<file path="config.mk">
export PLATFORM = sky130hd
export DESIGN_NAME = apb_master_ctrl
export DESIGN_NICKNAME = d
export VERILOG_FILES = /design/src/rtl/apb_pkg.sv /design/src/rtl/apb_slave_mux.sv /design/src/rtl/apb_master_ctrl.sv
export SDC_FILE = /design/constraint.sdc
export NUM_CORES = 1
export LEC_CHECK = 0
export CAP_MARGIN = 20
export CORE_UTILIZATION = 38
export CTS_BUF_LIST = sky130_fd_sc_hd__clkbuf_4 sky130_fd_sc_hd__clkbuf_8 sky130_fd_sc_hd__clkbuf_16
export DETAILED_ROUTE_END_ITERATION = 8
export PLACE_DENSITY_LB_ADDON = 0.25
export SKIP_CTS_REPAIR_TIMING = 1
export SLEW_MARGIN = 20
export SYNTH_ARGS = -nofsm -noshare
export SYNTH_HDL_FRONTEND = slang
export SYNTH_SLANG_ARGS = --single-unit
</file>
<file path="constraint.sdc">
create_clock -name PCLK -period 1.95 [get_ports PCLK]
set_input_delay 0.2925 -clock PCLK [delete_from_list [all_inputs] [get_ports PCLK]]
set_output_delay 0.2925 -clock PCLK [all_outputs]
set_load 0.1 [all_outputs]
</file>
<file path="src/rtl/apb_pkg.sv">
// Shared types and defaults for the APB master controller: FSM state encoding,
// slave index type and the address-MSB slave decode helper.
package apb_pkg;

   localparam int APB_ADDR_W = 8;
   localparam int APB_DATA_W = 8;

   localparam logic [1:0] ST_IDLE   = 2'd0;
   localparam logic [1:0] ST_SETUP  = 2'd1;
   localparam logic [1:0] ST_ACCESS = 2'd2;

   typedef enum logic [1:0] {
      IDLE   = ST_IDLE,
      SETUP  = ST_SETUP,
      ACCESS = ST_ACCESS
   } apb_state_e;

   typedef enum logic {
      SLV1 = 1'b0,
      SLV2 = 1'b1
   } slave_idx_e;

   function automatic slave_idx_e decode_slave(input logic addr_msb);
      return addr_msb ? SLV2 : SLV1;
   endfunction

endpackage

</file>
<file path="src/rtl/apb_slave_mux.sv">
// Slave select decode and return-path multiplexer for the two APB slaves.
// Only the addressed slave's PRDATA/PREADY/PSLVERR reach the controller.
module apb_slave_mux
   import apb_pkg::*;
#(
   parameter int DATA_W = APB_DATA_W
) (
   input  logic              active,
   input  slave_idx_e        slave,
   output logic              psel1,
   output logic              psel2,
   input  logic [DATA_W-1:0] prdata1,
   input  logic [DATA_W-1:0] prdata2,
   input  logic              pready1,
   input  logic              pready2,
   input  logic              pslverr1,
   input  logic              pslverr2,
   output logic [DATA_W-1:0] prdata,
   output logic              pready,
   output logic              pslverr
);

   assign psel1 = active && (slave == SLV1);
   assign psel2 = active && (slave == SLV2);

   assign prdata  = (slave == SLV2) ? prdata2  : prdata1;
   assign pready  = (slave == SLV2) ? pready2  : pready1;
   assign pslverr = (slave == SLV2) ? pslverr2 : pslverr1;

endmodule

</file>
<file path="src/rtl/apb_master_ctrl.sv">
// APB master: sequences single read/write requests into SETUP/ACCESS phases
// for two slaves. Optional ACCESS wait timeout when APB_TIMEOUT_EN is defined.
module apb_master_ctrl
   import apb_pkg::*;
#(
   parameter int ADDR_W         = APB_ADDR_W,
   parameter int DATA_W         = APB_DATA_W,
   parameter int TIMEOUT_CYCLES = 16
) (
   input  logic              PCLK,
   input  logic              PRESETn,
   input  logic              transfer,
   input  logic              read_write,
   input  logic [ADDR_W-1:0] apb_write_paddr,
   input  logic [DATA_W-1:0] apb_write_data,
   input  logic [ADDR_W-1:0] apb_read_paddr,
   output logic [DATA_W-1:0] apb_read_data_out,
   output logic              busy,
   output logic              done,
   output logic              error,
   output logic              PSEL1,
   output logic              PSEL2,
   output logic              PENABLE,
   output logic              PWRITE,
   output logic [ADDR_W-1:0] PADDR,
   output logic [DATA_W-1:0] PWDATA,
   input  logic [DATA_W-1:0] PRDATA1,
   input  logic [DATA_W-1:0] PRDATA2,
   input  logic              PREADY1,
   input  logic              PREADY2,
   input  logic              PSLVERR1,
   input  logic              PSLVERR2
);

   apb_state_e        state_reg, state_next;
   logic [ADDR_W-1:0] paddr_reg;
   logic [DATA_W-1:0] pwdata_reg;
   logic [DATA_W-1:0] rdata_reg;
   logic              pwrite_reg;
   logic              done_reg;
   logic              error_reg;

   logic [DATA_W-1:0] prdata_mux;
   logic              pready_mux;
   logic              pslverr_mux;
   logic              complete;
   logic              timeout_hit;
   logic              load_req;

   apb_slave_mux #(
      .DATA_W (DATA_W)
   ) u_slave_mux (
      .active   (state_reg != IDLE),
      .slave    (decode_slave(paddr_reg[ADDR_W-1])),
      .psel1    (PSEL1),
      .psel2    (PSEL2),
      .prdata1  (PRDATA1),
      .prdata2  (PRDATA2),
      .pready1  (PREADY1),
      .pready2  (PREADY2),
      .pslverr1 (PSLVERR1),
      .pslverr2 (PSLVERR2),
      .prdata   (prdata_mux),
      .pready   (pready_mux),
      .pslverr  (pslverr_mux)
   );

   assign complete = (state_reg == ACCESS) && pready_mux;
   // A new request is taken either from IDLE or on the completion edge (no gap).
   assign load_req = transfer && ((state_reg == IDLE) || complete);

`ifdef APB_TIMEOUT_EN
   localparam int CNT_W = $clog2(TIMEOUT_CYCLES + 1);

   logic [CNT_W-1:0] wait_cnt_reg;

   // Abort on the wait cycle that would bring the count up to TIMEOUT_CYCLES.
   assign timeout_hit = (state_reg == ACCESS) && !pready_mux &&
                        (wait_cnt_reg == CNT_W'(TIMEOUT_CYCLES - 1));

   always_ff @(posedge PCLK or negedge PRESETn) begin
      if (!PRESETn) begin
         wait_cnt_reg <= '0;
      end else if (state_reg == SETUP) begin
         wait_cnt_reg <= '0;
      end else if ((state_reg == ACCESS) && !pready_mux) begin
         wait_cnt_reg <= wait_cnt_reg + CNT_W'(1);
      end
   end
`else
   // No timeout: ACCESS waits for PREADY indefinitely; expression is constant 0.
   assign timeout_hit = (TIMEOUT_CYCLES < 0);
`endif

   always_comb begin
      state_next = state_reg;
      case (state_reg)
         IDLE:    if (transfer) state_next = SETUP;
         SETUP:   state_next = ACCESS;
         ACCESS: begin
            if (timeout_hit)     state_next = IDLE;
            else if (pready_mux) state_next = transfer ? SETUP : IDLE;
         end
         default: state_next = IDLE;
      endcase
   end

   always_ff @(posedge PCLK or negedge PRESETn) begin
      if (!PRESETn) begin
         state_reg  <= IDLE;
         paddr_reg  <= '0;
         pwdata_reg <= '0;
         pwrite_reg <= 1'b0;
         rdata_reg  <= '0;
         done_reg   <= 1'b0;
         error_reg  <= 1'b0;
      end else begin
         state_reg <= state_next;
         done_reg  <= complete || timeout_hit;
         error_reg <= (complete && pslverr_mux) || timeout_hit;
         if (load_req) begin
            pwrite_reg <= !read_write;
            paddr_reg  <= read_write ? apb_read_paddr : apb_write_paddr;
            pwdata_reg <= apb_write_data;
         end
         // Read data is captured even when the slave flags an error.
         if (complete && !pwrite_reg) begin
            rdata_reg <= prdata_mux;
         end
      end
   end

   assign busy              = (state_reg != IDLE);
   assign PENABLE           = (state_reg == ACCESS);
   assign PADDR             = paddr_reg;
   assign PWDATA            = pwdata_reg;
   assign PWRITE            = pwrite_reg;
   assign done              = done_reg;
   assign error             = error_reg;
   assign apb_read_data_out = rdata_reg;

endmodule

</file>
Word level (Yosys, flattened, before mapping)
Cells that the tools add are included.

storage, ports and cells
  register bits after elaboration = 29
  input bits = 48

operators by class
  equal/unequal tests = 4
  muxes and demuxes = 9
  bitwise logic cells = 1
  reduce and logical (&&, ||, !) cells = 12

operator list
  operator            count
  $mux 8              2
  $logic_and 1x1->1   6
  $pmux 2 s3          1
  $mux 1              4
  $mux 2              2
  $eq 2x1->1 const B  1
  $eq 2x2->1 const B  1
  $logic_not 1->1     2
  $logic_not 2->1     1
  $ne 2x1->1 const B  1
  $ne 2x2->1 const B  1
  $reduce_and 2->1    1
  $reduce_bool 2->1   1
  $logic_or 1x1->1    1
  $not 1->1           1

Depth between registers and ports, before layout
Gate-level depths: netlist of run 1.

  depth in word-level cells = 5
  mapped depth = 5

Cells and area by module
From an unflattened synthesis of run 1, not the netlist that was laid out.

second synthesis, totals
  cell total of the unflattened synthesis = 89
  area total of the unflattened synthesis = 1446.4 um^2

by module, submodules not included
  module           instances  cells an instance  area each (um^2)  seq. area each (um^2)
  apb_master_ctrl  1          76                 1276.2            725.7
  apb_slave_mux    1          13                 170.2             0.0

Worst setup path after synthesis of run 1
Ideal clock, no wire load.

  kind = register -> output
  start point = reg state_reg[1]
  end point = out PSEL1
  arrival = 2339 ps
  data required time = 1657 ps
  slack = -682 ps
  stages on the path, launching flop included = 3
  cell sequence = dfrtp_1 -> or2_2 -> nor2b_1

between the ends
  word-level cells in the longest chain between the ends = 2

ends and longest elaborated chain
  element                   RTL line                source
  start: declaration        apb_master_ctrl.sv:35   apb_state_e state_reg, state_next;
  start signal: assignment  apb_master_ctrl.sv:118  state_reg <= state_next;
  $reduce_bool 2->1         --
  named net busy            apb_master_ctrl.sv:18   output logic busy,
  $logic_and 1x1->1         apb_slave_mux.sv:23     assign psel1 = active && (slave == SLV1);
  end: declaration          apb_master_ctrl.sv:21   output logic PSEL1,

The timed path passes the listed nets, and every way through them passes these cells.

Final worst setup path of run 1
  start point = reg state_reg[1]
  end point = out PSEL2

between the ends
  word-level cells in the longest chain between the ends = 2

ends and longest elaborated chain
  element            RTL line               source
  $reduce_bool 2->1  apb_master_ctrl.sv:53  .active (state_reg != IDLE),
  $logic_and 1x1->1  apb_slave_mux.sv:24    assign psel2 = active && (slave == SLV2);
  end: declaration   apb_master_ctrl.sv:22  output logic PSEL2,

No other way between the ends.

==> results of run 1 <==
## critical path, cell delays in order, from the launching register on
cell     delay, ps
dfrtp_1        460
or2_2          350
and2_2         220
buf_12         160
## worst max-delay path by stage
stage          cells past startpoint                startpoint                          endpoint
6_report                           3  state_reg[1]$_DFFE_PN0P_                             PSEL2
5_1_grt                            3  state_reg[1]$_DFFE_PN0P_                             PSEL2
4_1_cts                            3  state_reg[1]$_DFFE_PN0P_                             PSEL2
3_5_place_dp                       4                   PREADY2  apb_read_data_out[7]$_DFFE_PN0P_
3_3_place_gp                       4                   PREADY2  apb_read_data_out[3]$_DFFE_PN0P_
2_1_floorplan                      2  state_reg[1]$_DFFE_PN0P_                             PSEL1
## cell type report
class | instances | area (µm²)
fillers | 262 | 1110
repair buffers | 83 | 816
flip-flops and latches | 29 | 726
multi-input cells | 58 | 622
clock buffers | 7 | 96.3
well taps | 46 | 57.6
inverters | 3 | 11.3
clock inverters | 1 | 5.00
## layer usage
| metal | wire (µm) | up-vias |
|---|---|---|
| met4 | 42 | 0 |
| met2 | 1670 | 45 |
| met3 | 200 | 5 |
| li1 | - | 499 |
| met5 | 0 | - |
| met1 | 1310 | 516 |
## cells in the final DEF (no fill, tap or decap), types with 3 or more instances in the layout
master           synthesis  routed
buf_12                   0       6
buf_4                    2      30
clkbuf_8                 0       7
clkdlybuf4s50_1          0      47
dfrtp_1                 29      29
inv_1                    3       3
mux2_1                  15      15
mux2_2                  15      15
mux2_4                   8       8
mux2i_1                  3       3
o21ai_0                  3       3
## per-stage QoR
step	hold WS, ps	cell area (µm²)	setup TNS (ps)
after floorplan	-3.09	1410	0
after detailed placement	476	2230	-119
after global placement	470	2230	0
after CTS	405	2330	0
final	396	2330	0
after global routing	438	2330	0
## logic make-up after synthesis
kind of cell    share of synthesized area
compound gates                     0.0268
mux                                 0.365
buf+inv                            0.0438
flops                               0.518
simple gates                       0.0465
==> flow_summary.json, run 1 <==
{
  "final_core_util": 0.678,
  "use_met2": 0.315,
  "synth_area_leaders": "dfrtp_1, mux2_1, mux2_2",
  "port_buffers": 78,
  "die_h_um": 62.7,
  "syn-instance-count": 96,
  "grt_max_degree": 30,
  "cts_tree": "built",
  "hpwl_mm": 2.48,
  "die_area_mm2": 0.00393,
  "synth_cell_types": 23,
  "track_usage": 0.184,
  "status": "finished clean",
  "yosysMostFrequentCell": "dfrtp_1",
  "clockRootBuffer": "clkbuf_8",
  "slew_violations": 0,
  "num_vias": 1065,
  "num_rows": 21,
  "endpoint_kind": "output pin",
  "path_max_fanout": 7,
  "syn_to_final_growth_pct": 66.7,
  "place_congestion": 0.761,
  "ys_ff_latch": 29,
  "use_met1": 0.214,
  "relSlewSlack": 0.684,
  "cp.arrival_ps": 1470,
  "reg2reg_depth": 3,
  "die_w_um": 62.7,
  "syn_area_mm2": 0.00140,
  "setup_slack_ps": 184,
  "synthFlopType": "dfrtp_1",
  "clock_path_buffers": 2,
  "async_flop_share": 1.00,
  "htreeDepth": 2,
  "required_ps": 1660,
  "drtIter0Drc": 19,
  "synth_area_leader_cell": "dfrtp_1",
  "wl_per_cell_um": 14.2,
  "vias_per_cell": 4.69,
  "rsz0062_at_grt": "false",
  "grt_pass1_vias": 1116,
  "grt_util_met3": 0.0639,
  "grt_busiest_layer": "met2",
  "num-nets-final": 228,
  "stdcell_count": 227,
  "final.setup_skew_ps": 11.8,
  "hold_path.class": "in2async",
  "synth_edf_count": 0,
  "setup_viol": 0,
  "dp_slack_ps": -17.8,
  "drcViolationCount": 0,
  "rr_startpoint": "state_reg[1]$_DFFE_PN0P_",
  "seq_area_frac_synth": 0.518,
  "finalCriticalPeriod_ps": 1770,
  "postRouteAntennaNets": 0,
  "max_freq_mhz": 566,
  "clk_pin_slew_ps": 70,
  "post_route_cells_drive_above_1_share": 0.398,
  "wl_mm": 3.22,
  "syn_avg_cell_area_um2": 14.6,
  "ys_top_cells_by_count": "dfrtp_1, mux2_1, mux2_2",
  "drt-pass1-iter-count": 2,
  "syn_nets": 144,
  "r2r-end": "apb_read_data_out[2]$_DFFE_PN0P_",
  "initial_utilization": 0.407,
  "hold_viol": 0,
  "grt_first_pass_wirelength_mm": 5.42,
  "antenna_cells": 0,
  "ios": 79,
  "path_class": "reg2out",
  "antenna_found_initial": 0,
  "clk_latency_ps": 280,
  "r2r_setup_slack_ps": 260,
  "core_region_area_mm2": 0.00344,
  "grt.overflow.total": 0,
  "yosys_warnings": 0,
  "cts_buffers": 5,
  "drv_cap": 0,
  "numPlacedInstances": 219,
  "start_kind": "flip-flop",
  "cts_sinks": 29,
  "tightest_slew_ps": 474,
  "synth_top_area_share": 0.518,
  "period_share": 0.906
}
Power of run 1 is left out: the tool's default activity adds up to more than one toggle a clock period on the data nets, which glitch-free logic cannot reach.
==> inputs of run 2 (changes only) <==
--- a/config.mk
+++ b/config.mk
@@ -8,10 +8,13 @@
 export CAP_MARGIN = 20
 export CORE_UTILIZATION = 38
 export CTS_BUF_LIST = sky130_fd_sc_hd__clkbuf_4 sky130_fd_sc_hd__clkbuf_8 sky130_fd_sc_hd__clkbuf_16
+export CTS_CLUSTER_DIAMETER = 50
 export DETAILED_ROUTE_END_ITERATION = 8
+export HOLD_SLACK_MARGIN = 0.08
 export PLACE_DENSITY_LB_ADDON = 0.25
 export SKIP_CTS_REPAIR_TIMING = 1
 export SLEW_MARGIN = 20
 export SYNTH_ARGS = -nofsm -noshare
 export SYNTH_HDL_FRONTEND = slang
+export SYNTH_HIERARCHICAL = 1
 export SYNTH_SLANG_ARGS = --single-unit
==> flow_summary.json, run 2 <==
{
  "grt_pass1_vias": 1109,
  "antenna_found_initial": 0,
  "reg2reg_depth": 3,
  "max_freq_mhz": 565,
  "rr_startpoint": "PADDR[7]$_DFFE_PN0P_",
  "clk_pin_slew_ps": 60,
  "period_share": 0.908,
  "use_met2": 0.285,
  "setup_viol": 0,
  "wl_per_cell_um": 13.5,
  "synth_area_leader_cell": "dfrtp_1",
  "hpwl_mm": 2.22,
  "relSlewSlack": 0.651,
  "async_flop_share": 1.00,
  "core_region_area_mm2": 0.00366,
  "syn_nets": 137,
  "slew_violations": 0,
  "cts_tree": "built",
  "r2r-end": "apb_read_data_out[7]$_DFFE_PN0P_",
  "wl_mm": 2.97,
  "start_kind": "flip-flop",
  "final_common_cell": "clkdlybuf4s50_1",
  "path_max_fanout": 5,
  "startpoint": "state_reg[0]$_DFFE_PN0P_",
  "synthFlopType": "dfrtp_1",
  "ios": 79,
  "final_cell_mix": "clkdlybuf4s50_1, dfrtp_1, buf_4",
  "die_area_mm2": 0.00406,
  "grt_util_met3": 0.0670,
  "yosys_warnings": 6,
  "status": "finished clean",
  "postRouteAntennaNets": 0,
  "drv_cap": 0,
  "num_rows": 22,
  "num_vias": 1016,
  "antenna_cells": 0,
  "cp.arrival_ps": 1480,
  "place_congestion": 0.607,
  "num-nets-final": 220,
  "syn_avg_cell_area_um2": 16.3,
  "path_class": "reg2out",
  "ys_top_cells_by_count": "dfrtp_1, mux2_4, mux2_2",
  "endpoint_kind": "output pin",
  "tightest_slew_ps": 524,
  "ys_ff_latch": 29,
  "whs_ps": 404,
  "clk_latency_ps": 280,
  "synth_edf_count": 0,
  "syn_to_final_growth_pct": 62.5,
  "clockRootBuffer": "clkbuf_8",
  "cts_buffers": 5,
  "port_buffers": 78,
  "drcViolationCount": 0,
  "hold_viol": 0,
  "cts_sinks": 29,
  "synth_top_area_share": 0.502,
  "drtIter0Drc": 19,
  "grt_max_degree": 30,
  "required_ps": 1660,
  "post_route_cells_drive_above_1_share": 0.532,
  "finalCriticalPeriod_ps": 1770,
  "hold_path.class": "in2async",
  "initial_utilization": 0.395,
  "htreeDepth": 2,
  "rsz0062_at_grt": "false",
  "synth_area_leaders": "dfrtp_1, mux2_4, mux2_2",
  "setup.worst_path.end": "PSEL1",
  "syn-instance-count": 89,
  "clock_path_buffers": 2,
  "grt_first_pass_wirelength_mm": 4.99,
  "die_h_um": 63.7,
  "track_usage": 0.164,
  "r2r_setup_slack_ps": 280,
  "synth_cell_types": 16,
  "vias_per_cell": 4.60,
  "drt-pass1-iter-count": 3,
  "seq_area_frac_synth": 0.502,
  "syn_area_mm2": 0.00145,
  "final.setup_skew_ps": 5.99,
  "grt.overflow.total": 0,
  "die_w_um": 63.7,
  "use_met1": 0.176,
  "yosysMostFrequentCell": "dfrtp_1",
  "grt_busiest_layer": "met2"
}
-- run 2: changes by cell type after synthesis, sizes merged, moves of 2 or more --
cell / before / now
nand2b: 2 / 0
o21ai: 3 / 0
inv: 3 / 1
and3: 0 / 2
mux2i: 4 / 1
mux2: 38 / 43
-- run 2: critical path, cell delays in order (launching register included) --
cell and delay, ps:
dfrtp_1 460, or2_2 350, and2b_2 230, buf_12 160
-- run 2: metal layers --
layer / wire length [µm] / share of wire
met4: 41 / 0.014
met5: 0 / 0
met1: 1200 / 0.40
met3: 278 / 0.093
met2: 1450 / 0.49
-- run 2: worst min path at each step --
stage / slack (ps) / endpoint
after global routing: 450 / PADDR[2]$_DFFE_PN0P_
after detailed placement: 500 / PADDR[3]$_DFFE_PN0P_
after CTS: 420 / apb_read_data_out[0]$_DFFE_PN0P_
after global placement: 490 / PWDATA[6]$_DFFE_PN0P_
after floorplan: -3 / PADDR[0]$_DFFE_PN0P_
final: 400 / apb_read_data_out[0]$_DFFE_PN0P_
-- run 2: logic make-up after synthesis --
| logic type | after synthesis | share of synthesized area |
|---|---|---|
| multiplexers | 44 | 0.404 |
| flip-flops | 29 | 0.502 |
| buffers and inverters | 6 | 0.0424 |
| AND/OR/NAND/NOR | 10 | 0.0519 |
-- run 2: through the flow --
stage               worst slack [ps]  instances   util  TNS, ps  instance area, µm²
floorplan                      -33.2         89      -     -264                1460
global placement                87.5        213  0.619        0                2260
detailed placement              45.1        213  0.619        0                2260
CTS                              163        221  0.642        0                2350
global route                     131        221  0.642        0                2350
finish                           179        221  0.642        0                2350
-- run 2: cell type report --
cell class | instances | area, µm²
Multi-Input combinational cell | 54 | 671
Clock inverter | 2 | 10.0
Clock buffer | 6 | 76.3
Timing Repair Buffer | 81 | 801
Tap cell | 48 | 60.1
Fill cell | 267 | 1310
Sequential cell | 29 | 729
Inverter | 1 | 3.75
Power of run 2 is left out for the same reason.
==> RTL change: new RTL, settings of run 1 <==
Build with the macro `APB_TIMEOUT_EN` defined.
--- a/src/rtl/apb_master_ctrl.sv
+++ b/src/rtl/apb_master_ctrl.sv
@@ -1,5 +1,7 @@
 // APB master: sequences single read/write requests into SETUP/ACCESS phases
 // for two slaves. Optional ACCESS wait timeout when APB_TIMEOUT_EN is defined.
+`define APB_TIMEOUT_EN
+
 module apb_master_ctrl
    import apb_pkg::*;
 #(
Behaviour: no difference found for any inputs over 10 cycles, from zero or initial values and one cycle with PRESETn low; that may be too few to reach the edited logic, so the function may still have changed.
==> RTL change against run 1 <==
  * Design area is 9.5% higher
  * Sequential share of layout area increased by 2.2 points
  * Synthesized area up 17%
  * Wire length rose by 9.4%
  * Clock skew down 8.4 ps
  * Sequential cell count rose by 5
  * Fmax up 3.3%
  * Worst setup slack improved by 56 ps
Power is not shown: default switching activity piles up to over one toggle a cycle in this logic, so the estimate is an artifact.
==> RTL change: results (changes against run 1) <==
Cells and area:
- The final cell count without fillers is 251 (+11%).
- The final layout net count is 250 (+9.6%).
- The count of antenna diodes in the layout is 0 (unchanged).
- The ratio of cells with drive above 1 in the final layout is 0.443 (+0.0450).

GRT:
- The global-route track usage on met1 is 0.177 (-0.0369).
- The number of antenna violations at the first check in global routing is 0 (unchanged).
- The number of global-route vias before repair is 1279 (+15%).
- The global routing usage summed across all routing layers is 0.174 (-0.0104).
- The maximum number of pins on one net before global-route repair was 35 (+17%).
- The routing usage on met2 is 0.328 (+0.0128).
- The wire length of the first global-routing pass is 5720 µm (+5.6%).
- The met3 track demand over resource in global routing is 0.0625 (-0.00137).

Placed design:
- The sum of net half-perimeters after detailed placement is 2750 µm (+11%).
- The quantity of I/O buffers inserted on ports is 78 (unchanged).
- The worst setup slack after placement is -37.9 ps (-20.1 ps).
- The number of cells in the design after placement is 243 (+11%).
- The routability congestion estimate is 0.707 (-7.0%).

Setup path:
- The slowest stage of the critical path is the dfrtp_1 cell.
- The peak fanout along the critical path is 4 (-3).
- Broken down by cell family, the worst path's largest delay share belongs to simple AND/OR/NAND/NOR gates.
- The delay of the slowest critical-path stage is 420 ps (-40 ps).
- The worst path arrival time was 1420 ps (-50 ps).

Detailed routing:
- The detailed-routing iteration count for the pre-antenna-repair pass is 4 (+2).
- The via count normalized by instance count is 4.77 (+1.6%).
- The number of DRC violations after detailed routing is 0 (unchanged).
- The iteration-0 DRC count of the detailed router was 25 (+6).
- The final routed wire length divided by cell count is 14.0 µm (-1.1%).

Synth:
- The number of different library cells in the post-synthesis netlist was 23 (unchanged).
- The synthesized net count came to 167 (+16%).
- The post-synthesis instance total is 117 (+22%).
- The async set-reset flop share out of synthesis is 1.00 (unchanged).
- Sorting the synthesized cells by area gives the leading types as dfrtp_1 (52%), mux2_2 (22%), mux2_4 (7.3%).
- The most used flip-flop cell after synthesis is dfrtp_1.
- After synthesis, the most frequently instantiated cells are dfrtp_1 (34), mux2_2 (32), mux2_4 (8).
- The number of warning messages in the yosys log came to 0 (unchanged).
- The sequential share of the synthesized area came to 0.518 (about the same).

Clock tree:
- The clock transition at the registers of the reported paths came to 70 ps (about the same).
- The number of buffers created by CTS was 5 (unchanged).
- The maximum root-to-sink buffer count was 2 (unchanged).
- The H-tree depth is 2 (unchanged).
- The clock root buffer is clkbuf_8.
- The insertion delay to the later sink of the worst-skew pair is 270 ps.

Hold path:
- In this run the worst hold path is classified as input port to asynchronous set/reset pin.

Timing:
- The setup skew after layout was 3.42 ps (-8.39 ps).
- The tightest slew margin relative to the limit is 0.683 (-0.00128).

Status:
- The flow ran to the end, and the final reports show no timing, DRC or antenna violations.
==> RTL change: cells by family after synthesis <==
family                   Yosys count  synth area share
AND/OR/NAND/NOR                   19            0.0602
flip-flops                        34             0.518
buffers and inverters             11            0.0411
multiplexers                      47             0.343
adder cells (fa/ha/maj)            2            0.0152
AO/OA/AOI/OAI                      4            0.0228
==> RTL change: layer usage <==
| layer | up-vias | part of all wire |
|---|---|---|
| met5 | - | 0 |
| met4 | 0 | 0.0065 |
| met3 | 2 | 0.079 |
| met2 | 49 | 0.54 |
| met1 | 579 | 0.38 |
| li1 | 567 | - |
==> RTL change: final timing paths <==
kind | slack, ps | start | cells after the start | to
setup / recovery | 240 | state_reg[1] | 3 | PSEL2
hold / removal | 430 | PRESETn | 2 | apb_read_data_out[6]
setup reg to reg | 280 | PADDR[7] | 3 | apb_read_data_out[6]
hold reg to reg | 480 | wait_cnt_reg[3] | 1 | wait_cnt_reg[3]
max in group asynchronous | 1220 | PRESETn | 2 | PADDR[1]
min in group PCLK | 480 | wait_cnt_reg[3] | 1 | wait_cnt_reg[3]
==> RTL change: final cells by class <==
type | count | area (µm²)
clock buffers | 7 | 90.1
clock inverters | 1 | 5.00
fillers | 342 | 1530
inverters | 5 | 18.8
multi-input cells | 72 | 733
flip-flops and latches | 34 | 851
well taps | 50 | 62.6
repair buffers | 82 | 796
==> RTL change: metrics by stage <==
stage / TNS, ps / utilization / cell area [µm²] / hold slack, ps
after floorplan: 0 / - / 1650 / -3.09
after global placement: 0 / 0.602 / 2460 / 461
after detailed placement: -269 / 0.602 / 2460 / 471
after CTS: 0 / 0.626 / 2560 / 436
after global routing: 0 / 0.626 / 2560 / 468
final: 0 / 0.626 / 2560 / 426
